### src/rtl/cavlc_pkg.sv
// Shared CAVLC constants and enums for the coeff_token stage.
package cavlc_pkg;
  localparam int TC_W   = 5;
  localparam int CODE_W = 16;
  localparam int LEN_W  = 5;
  localparam int MAX_TC = 16;

  typedef enum logic [2:0] {
    VLC0      = 3'd0,
    VLC1      = 3'd1,
    VLC2      = 3'd2,
    VLC3      = 3'd3,
    CHROMA_DC = 3'd4
  } tbl_sel_e;

  typedef enum logic [1:0] {
    IDLE = 2'd0,
    NC   = 2'd1,
    LOOK = 2'd2,
    OUT  = 2'd3
  } state_e;
endpackage

### src/rtl/coeff_token_nc_calc.sv
// Combinational nC derivation from neighbour counts and VLC table selection.
// CT_CHROMA_DC_EN routes ChromaDC blocks to their dedicated table.
module coeff_token_nc_calc
  import cavlc_pkg::*;
(
  input  logic [TC_W-1:0] n_a,
  input  logic [TC_W-1:0] n_b,
  input  logic            avail_a,
  input  logic            avail_b,
  input  logic            chroma_dc,
  output tbl_sel_e        sel
);
  logic [TC_W:0] nc;

  always_comb begin
    nc = '0;
    if (avail_a && avail_b)
      nc = ({1'b0, n_a} + {1'b0, n_b} + (TC_W+1)'(1)) >> 1;
    else if (avail_a)
      nc = {1'b0, n_a};
    else if (avail_b)
      nc = {1'b0, n_b};

    if (nc < (TC_W+1)'(2))      sel = VLC0;
    else if (nc < (TC_W+1)'(4)) sel = VLC1;
    else if (nc < (TC_W+1)'(8)) sel = VLC2;
    else                        sel = VLC3;
`ifdef CT_CHROMA_DC_EN
    // nC = -1 for ChromaDC: overrides the neighbour-derived table
    if (chroma_dc) sel = CHROMA_DC;
`endif
  end

`ifndef CT_CHROMA_DC_EN
  logic unused_chroma_dc;
  assign unused_chroma_dc = chroma_dc;
`endif
endmodule

### src/rtl/coeff_token_ctrl.sv
// CAVLC coeff_token sequencer: nC/table select, ROM handshake, inline nC>=8 code,
// valid/ready output and bit statistics. Optional ChromaDC table via CT_CHROMA_DC_EN.
module coeff_token_ctrl #(
  parameter int TC_W   = cavlc_pkg::TC_W,
  parameter int CODE_W = cavlc_pkg::CODE_W,
  parameter int LEN_W  = cavlc_pkg::LEN_W,
  parameter int CNT_W  = 32
) (
  input  logic              clk,
  input  logic              rst_n,
  input  logic              in_valid,
  output logic              in_ready,
  input  logic [TC_W-1:0]   total_coeff,
  input  logic [1:0]        trailing_ones,
  input  logic [TC_W-1:0]   n_a,
  input  logic [TC_W-1:0]   n_b,
  input  logic              avail_a,
  input  logic              avail_b,
  input  logic              chroma_dc,
  output logic [2:0]        tbl_sel,
  output logic [6:0]        tbl_addr,
  input  logic [CODE_W-1:0] tbl_code,
  input  logic [LEN_W-1:0]  tbl_len,
  output logic              out_valid,
  input  logic              out_ready,
  output logic [CODE_W-1:0] out_code,
  output logic [LEN_W-1:0]  out_len,
  output logic              out_err,
  input  logic              clr_stats,
  output logic [CNT_W-1:0]  bit_count
);
  import cavlc_pkg::*;

  state_e          state_q, state_d;
  logic [TC_W-1:0] tc_q, na_q, nb_q;
  logic [1:0]      t1_q;
  logic            aa_q, ab_q, cd_q;
  tbl_sel_e        sel_w;
  logic            illegal;
  logic [3:0]      tc_m1;

  coeff_token_nc_calc u_nc (
    .n_a       (na_q),
    .n_b       (nb_q),
    .avail_a   (aa_q),
    .avail_b   (ab_q),
    .chroma_dc (cd_q),
    .sel       (sel_w)
  );

  always_ff @(posedge clk or negedge rst_n) begin
    if (!rst_n) state_q <= IDLE;
    else        state_q <= state_d;
  end

  always_comb begin
    state_d = state_q;
    case (state_q)
      IDLE:    if (in_valid) state_d = NC;
      NC:      state_d = LOOK;
      LOOK:    state_d = OUT;
      OUT:     if (out_ready) state_d = IDLE;
      default: state_d = IDLE;
    endcase
  end

  assign in_ready  = (state_q == IDLE);
  assign out_valid = (state_q == OUT);

  always_comb begin
    illegal = (tc_q > TC_W'(MAX_TC)) || (TC_W'(t1_q) > tc_q);
`ifdef CT_CHROMA_DC_EN
    if (cd_q && (tc_q > TC_W'(4))) illegal = 1'b1;
`endif
  end

  // TotalCoeff=16 wraps to 4'hF, which is the intended 6-bit FLC code
  assign tc_m1 = tc_q[3:0] - 4'd1;

  always_ff @(posedge clk or negedge rst_n) begin
    if (!rst_n) begin
      tc_q <= '0; na_q <= '0; nb_q <= '0; t1_q <= '0;
      aa_q <= 1'b0; ab_q <= 1'b0; cd_q <= 1'b0;
      tbl_sel <= '0; tbl_addr <= '0;
      out_code <= '0; out_len <= '0; out_err <= 1'b0;
      bit_count <= '0;
    end else begin
      if (state_q == IDLE && in_valid) begin
        tc_q <= total_coeff; t1_q <= trailing_ones;
        na_q <= n_a; nb_q <= n_b;
        aa_q <= avail_a; ab_q <= avail_b; cd_q <= chroma_dc;
      end
      if (state_q == NC) begin
        tbl_sel  <= 3'(sel_w);
        tbl_addr <= {t1_q, tc_q};
      end
      if (state_q == LOOK) begin
        if (illegal) begin
          out_code <= '0;
          out_len  <= '0;
          out_err  <= 1'b1;
        end else if (tbl_sel == 3'(VLC3)) begin
          out_code <= (tc_q == '0) ? CODE_W'(6'b000011) : CODE_W'({tc_m1, t1_q});
          out_len  <= LEN_W'(6);
          out_err  <= 1'b0;
        end else begin
          out_code <= tbl_code;
          out_len  <= tbl_len;
          out_err  <= 1'b0;
        end
      end
      if (clr_stats)
        bit_count <= '0;
      else if (out_valid && out_ready)
        bit_count <= bit_count + CNT_W'(out_len);
    end
  end
endmodule

### config.mk
export PLATFORM = sky130hd
export DESIGN_NAME = coeff_token_ctrl
export DESIGN_NICKNAME = d
export VERILOG_FILES = /design/src/rtl/cavlc_pkg.sv /design/src/rtl/coeff_token_nc_calc.sv /design/src/rtl/coeff_token_ctrl.sv
export SDC_FILE = /design/constraint.sdc
export NUM_CORES = 1
export LEC_CHECK = 0
export CORE_ASPECT_RATIO = 1.1
export CORE_MARGIN = 2
export CORE_UTILIZATION = 30
export CTS_CLUSTER_DIAMETER = 200
export DETAILED_ROUTE_END_ITERATION = 6
export GPL_TIMING_DRIVEN = 0
export PLACE_DENSITY_LB_ADDON = 0.12
export SLEW_MARGIN = 40
export SYNTH_ARGS = -nofsm -noshare
export SYNTH_HDL_FRONTEND = slang
export SYNTH_HIERARCHICAL = 1
export SYNTH_SLANG_ARGS = --single-unit
### constraint.sdc
create_clock -name clk -period 2.1 [get_ports clk]
set_clock_uncertainty 0.05 [all_clocks]
set_input_delay 0.21 -clock clk [delete_from_list [all_inputs] [get_ports clk]]
set_output_delay 0.21 -clock clk [all_outputs]
set_load 0.03 [all_outputs]
==> impl_results.md, run 1 <==
- Initial antenna violation count: 0
- Wirelength per Cell: 15.8 microns
- Met3 usage in global routing: 4.21%
- Vias/cell: 4.88
- DRT iter0 DRCs: 151
- Max-slew violations: 0
- Die H: 129 microns
- Finished Layout Cells: 720
- Initial Util: 30.7%
- NumNets Final: 590
- Max_slew headroom: 55.4%
- Vias in the first global route: 3,442
- Total GRT Usage: 15.1%
- Clock latency on the worst-skew pair: 0.34 ns
- Met1 usage: 18.4%
- PwrDens: 1200 nW/um^2
- Fmax: 447 MHz
- Overflow after GRT: 0
- DRC: 0
- TritonRoute pass-1 iters: 4
- CP required: 2.28 ns
- Outcome: complete, but fails checks
- Clock slew seen by the registers of the worst setup and hold paths: 0.06 ns
- HPWL Detailed: 8140 microns
- Die ar.: 15,200 sq um
- CTS root buffer: clkbuf_16
- Synthesized instance count: 387
- Net Count, Synth: 450
- Setup ws final: -0.139 ns
- Buffer and inverter count on the worst path: 0
- DP Worst Slack: -0.313 ns
- WL final: 11,400 microns
- DR vias: 3,515
- Nature of the critical path endpoint: flop
- Clock buffer depth: 2
- Final GP Congestion: 0.751
- Fillers: 1,376
- Leak: 2.52 nW
- CP max stage delay: 0.48 ns
- RSZ-0062 raised after global routing: yes
- CP max stage cell: or4_1
- Max-cap viol count: 0
- Most Crowded Layer GR: met2
- Htree depth: 3
- Post-Place Cells: 685
- CP max FO: 3
- DIE WIDTH: 118 microns
- Worst Tran Pin Value: 0.663 ns
- Number of top-level pins: 112
- M2 GR Usage: 25.3%
- Cells along the critical path: ha_1 -> or4_1 -> o21ai_2 -> or4b_1 -> mux2_4
- Yosys Warn Count: 6
- Area Overhead vs Synth: 46.5%
- Worst vdd rail ir drop: 616 uV
- Synthesized area per cell: 11.0 sq um
- Share of layout cells above drive strength 1: 21.2%
- Final hold vios: 0
- ANT nets after route: 0
- Final min period: 2.24 ns
- Syn Std Cell Area: 4260 sq um
- Pin count of the biggest net entering global routing: 56
- Num CTS Buffers: 9
- Global-route wire length before repair: 18,200 microns
- Core footprint: 13,900 sq um
- Largest delay share family, worst path: simple AND/OR/NAND/NOR gates
- Min-delay worst type: primary input to flop
- Failing checks: setup timing
- CP startpoint kind: flop
- Clock net sink count: 85
- Power Total: 7.46 mW
- Fin crit share: 107%
- Crit path DAT: 2.41 ns
- Core Util, Final: 45.0%
- ANT cells: 0
- Final setup viols: 11
- CTS tree: yes
- Number of placement rows: 45
- I/O Buffers: 109
- Critical path class: flop to flop
-- area by class of cell --
| class | instances | area, sq um | share of cell area [%] |
|---|---|---|---|
| clock buffers | 11 | 253 | 4.05 |
| clock inverters | 5 | 25.0 | 0.401 |
| flip-flops and latches | 85 | 2140 | 34.2 |
| multi-input cells | 272 | 2190 | 35.2 |
| repair buffers | 128 | 1260 | 20.3 |
| plain buffers | 15 | 72.6 | 1.16 |
| well taps | 188 | 235 | 3.77 |
| inverters | 16 | 60.1 | 0.963 |
-- worst reg2reg max path, cell delays in order (launching register included) --
cell and delay (ns):
dfrtp_1 0.40, ha_1 0.29, or4_1 0.48, o21ai_2 0.18
or4b_1 0.46, mux2_4 0.27
-- per-layer routing --
layer | vias up | part of all wire (%)
met4 | 0 | 1.7
met2 | 90 | 50
met5 | - | 0
met1 | 1711 | 42
met3 | 13 | 6.0
li1 | 1701 | -
-- report_power, final --
group	internal (mW)	switching [mW]	total (mW)	leakage [nW]
Clock	0.856	0.651	1.51	0.145
Combinational	1.65	1.77	3.42	1.29
Sequential	2.13	0.409	2.54	1.09
-- placed cells by master (no fill, tap or decap), types with 4 or more instances in the layout --
cell type        count
buf_4               17
o2bb2ai_1            7
clkinv_2             5
dfrtp_2              7
nand2_1             23
nor2_1              23
o22ai_1              4
dfrtp_1             78
mux2_2              29
clkdlybuf4s50_1    107
a21oi_2              5
xor2_1               9
xnor2_1              7
nand3_1              8
ha_4                 4
or3_1               10
inv_1               15
a22o_1              13
o2111ai_1            8
o31ai_1              4
o21ai_0             17
nor2b_1              5
a21oi_1             15
ha_1                12
clkbuf_1             9
clkbuf_16            9
-- stage by stage --
stage / cell area [sq um] / hold slack, ns / TNS [ns]
floorplan: 4330 / -0.136 / -0.932
global placement: 5650 / 0.413 / -228.23
detailed placement: 5680 / 0.0685 / -5.47
CTS: 6060 / 0.261 / -1.39
global route: 6240 / 0.277 / -2.50
finish: 6240 / 0.249 / -1.17
-- repair_timing --
item | in CTS | in global routing
hold buffers | 1 | 0
pin swaps | 10 | 10
gates resized for setup | 11 | 23
hold endpoints to repair | 30 | 0
setup endpoints to repair | 30 | 48
gates cloned | 0 | 2
setup buffers | 6 | 10
-- sequential cells by signal (all words and copies together), names as in the netlist --
name and count:
tc_q 5, out_err 1, tbl_addr 7, tbl_sel 3, out_code 16, ab_q 1, out_len 5, bit_count 32
t1_q 2, state_q 2, na_q 5, aa_q 1, nb_q 5
-- worst paths after layout --
path	from	to	slack, ns	depth (start not counted)
worst max-delay path	nb_q[4]$_DFFE_PN0P_	tbl_sel[1]$_DFFE_PN0N_	-0.14	5
worst min register to register	out_code[1]$_DFFE_PN0P_	out_code[1]$_DFFE_PN0P_	0.44	1
worst max register to register	nb_q[4]$_DFFE_PN0P_	tbl_sel[1]$_DFFE_PN0N_	-0.14	5
worst min-delay path	clr_stats	bit_count[10]$_DFFE_PN0P_	0.25	2
min in group asynchronous	rst_n	bit_count[20]$_DFFE_PN0P_	0.26	2
max in group asynchronous	rst_n	out_len[0]$_DFFE_PN0P_	1.14	3
No activity file was read; power rests on OpenSTA's default activity.
==> run 2: changes to the inputs <==
--- a/config.mk
+++ b/config.mk
@@ -10,6 +10,7 @@
 export CORE_UTILIZATION = 30
 export CTS_CLUSTER_DIAMETER = 200
 export DETAILED_ROUTE_END_ITERATION = 6
+export DONT_BUFFER_PORTS = 1
 export GPL_TIMING_DRIVEN = 0
 export PLACE_DENSITY_LB_ADDON = 0.12
 export SLEW_MARGIN = 40
==> impl_results.md, run 2 (synthesized netlist as in run 1, its figures left out) <==
- Area Overhead vs Synth: 34.1%
- Total GRT Usage: 15.2% (+0.045 points)
- Die H: 129 microns (unchanged)
- PwrDens: 1270 nW/um^2 (+6.6%)
- Hold slack final: -0.499 ns (-0.747 ns)
- Max-cap viol count: 0 (unchanged)
- HPWL Detailed: 7750 microns (-4.8%)
- P_sw: 2.82 mW (-0.32%)
- Max reg flops: 32 (unchanged)
- CP required: 2.26 ns (-0.02 ns)
- Fillers: 1,403 (+2.0%)
- Worst vdd rail ir drop: 642 uV (+4.4%)
- CTS root buffer: clkbuf_16
- Commonest cells after routing, fill and taps aside: 55 x dfrtp_1, 37 x dlygate4sd3_1, 30 x dfrtp_2
- CP max FO: 3 (unchanged)
- Post-place instance area: 4560 sq um (-20%)
- Final min period: 2.38 ns (+0.137 ns)
- Critical path class: flop to flop
- Crit path DAT: 2.54 ns (+0.13 ns)
- Max-slew violations: 0 (unchanged)
- ANT nets after route: 0 (unchanged)
- Number of top-level pins: 112 (unchanged)
- DRC: 0 (unchanged)
- Comb pwr share: 32.4% (-13 points)
- Outcome: complete, but fails checks
- Clock power share: 24.3% (+4.1 points)
- Wirelength per Cell: 17.5 microns (+11%)
- Num CTS Buffers: 9 (unchanged)
- Setup ws final: -0.276 ns (-0.137 ns)
- Int Power: 4.46 mW (-3.7%)
- Most common cell after layout, fill and taps aside: dfrtp_1
- Die ar.: 15,200 sq um (unchanged)
- Largest Register: bit_count
- DP Worst Slack: -0.427 ns (-0.114 ns)
- Failing checks: hold timing, setup timing
- Seq pwr share: 43.3% (+9.3 points)
- Fmax: 421 MHz (-5.8%)
- Initial antenna violation count: 0 (unchanged)
- Biggest regs: bit_count: 32 flops, out_code: 16 flops, tbl_addr: 7 flops
- Post-Place Cells: 575 (-16%)
- Clock net sink count: 85 (unchanged)
- CTS Hold Bufs: 37 (+36)
- Overflow after GRT: 0 (unchanged)
- Min-delay worst type: primary input to asynchronous set/reset pin
- Number of placement rows: 45 (unchanged)
- TritonRoute pass-1 iters: 4 (unchanged)
- CP startpoint kind: flop
- Clock slew seen by the registers of the worst setup and hold paths: 0.07 ns (about the same)
- Vias/cell: 5.07 (+3.9%)
- R2R setup slack: -0.28 ns (-0.14 ns)
- Nature of the critical path endpoint: flop
- Htree depth: 3 (unchanged)
- I/O Buffers: 0 (-100%)
- Final setup viols: 19 (+8)
- DRT iter0 DRCs: 58 (-62%)
- RSZ-0062 raised after global routing: yes
- WL final: 11,500 microns (+0.85%)
- Final instance area: 5710 sq um (-8.4%)
- Clock buffer depth: 2 (unchanged)
- Global-route wire length before repair: 18,100 microns (-0.76%)
- Vias in the first global route: 3,388 (-1.6%)
- Fin crit share: 113% (+6.5 points)
- Core footprint: 13,900 sq um (unchanged)
- NumNets Final: 525 (-11%)
- Clock latency on the worst-skew pair: 0.35 ns (about the same)
- Leak: 2.28 nW (-9.8%)
- Worst Tran Pin Value: 0.656 ns (-0.00669 ns)
- DR vias: 3,321 (-5.5%)
- Share of layout cells above drive strength 1: 33.0% (+12 points)
- Pin count of the biggest net entering global routing: 86 (+54%)
- CTS tree: yes
- Max_slew headroom: 55.9% (+0.45 points)
- Initial Util: 30.7% (unchanged)
- Final hold vios: 85 (+85)
- Sw frac: 38.7% (+0.81 points)
- ANT cells: 0 (unchanged)
- Finished Layout Cells: 655 (-9.0%)
- DIE WIDTH: 118 microns (unchanged)
- Final GP Congestion: 0.725 (-3.4%)
==> run 2: cell types whose count changed in the layout (fill, tap and decap cells not counted), moves of 3 or more <==
cell / delta
dfrtp_2: +23
clkdlybuf4s50_1: -107
clkinv_2: -3
dfrtp_1: -23
dlygate4sd3_1: +36
buf_4: +7
o21ai_0: -3
==> run 2: area by class of cell <==
class                           instances  area [sq um]  share of cell area (%)
Buffer                                 15          71.3                    1.25
Tap cell                              188           235                    4.12
Multi-Input combinational cell        272          2280                    39.9
Inverter                               16          60.1                    1.05
Sequential cell                        85          2160                    37.9
Clock inverter                          6          86.3                    1.51
Timing Repair Buffer                   63           574                    10.1
Clock buffer                           10           239                    4.18
==> run 2: per-layer routing <==
metal	track usage (%)	vias up	part of all wire (%)
met3	4.83	13	6.4
met5	0	-	0
met1	17.0	1655	41
met2	26.7	71	51
met4	6.80	0	1.7
li1	-	1582	-
==> run 2: power by group through the flow <==
| stage | sequential [mW] | combinational [mW] | clock (mW) |
|---|---|---|---|
| after floorplan | 2.98 | 1.63 | 0 |
| after global placement | 3.14 | 1.93 | 0 |
| after detailed placement | 3.15 | 1.98 | 0 |
| after CTS | 3.13 | 2.14 | 1.81 |
| after global routing | 3.24 | 2.65 | 1.89 |
| final | 3.15 | 2.36 | 1.77 |
==> run 2: stage by stage <==
step | TNS (ns) | util [%] | total power [mW] | hold slack, ns
3_3_place_gp | -9.37 | 32.9 | 5.07 | -0.134
2_1_floorplan | -0.932 | - | 4.61 | -0.136
4_1_cts | -3.48 | 39.1 | 7.08 | -0.513
5_1_grt | -5.40 | 41.2 | 7.78 | -0.519
6_report | -2.84 | 41.2 | 7.28 | -0.499
3_5_place_dp | -10.17 | 32.9 | 5.14 | -0.133
==> run 2: worst max-delay path, stage by stage, from the launching register on <==
cell and delay [ns]:
dfrtp_2 0.50, ha_4 0.17, inv_2 0.03, fa_2 0.33, and2b_2 0.23, buf_4 0.10, buf_6 0.10, o2111ai_4 0.14
a2111oi_2 0.36, xnor2_1 0.16, nor2_1 0.06
==> run 2: final timing paths <==
path,endpoint,from,depth (start not counted)
setup / recovery,bit_count[12]$_DFFE_PN0P_,bit_count[0]$_DFFE_PN0P_,10
max in group asynchronous,tc_q[0]$_DFFE_PN0P_,rst_n,0
min in group clk,out_code[1]$_DFFE_PN0P_,tbl_code[1],2
hold / removal,bit_count[8]$_DFFE_PN0P_,rst_n,0
setup reg to reg,bit_count[12]$_DFFE_PN0P_,bit_count[0]$_DFFE_PN0P_,10
hold reg to reg,ab_q$_DFFE_PN0P_,ab_q$_DFFE_PN0P_,1
==> run 2: timing repair <==
item,4_1_cts,5_1_grt
endpoints found under the setup margin,42,56
resized for setup,41,36
pin swaps,16,14
buffers inserted,7,19
endpoints found under the hold margin,122,85
gates cloned,0,2
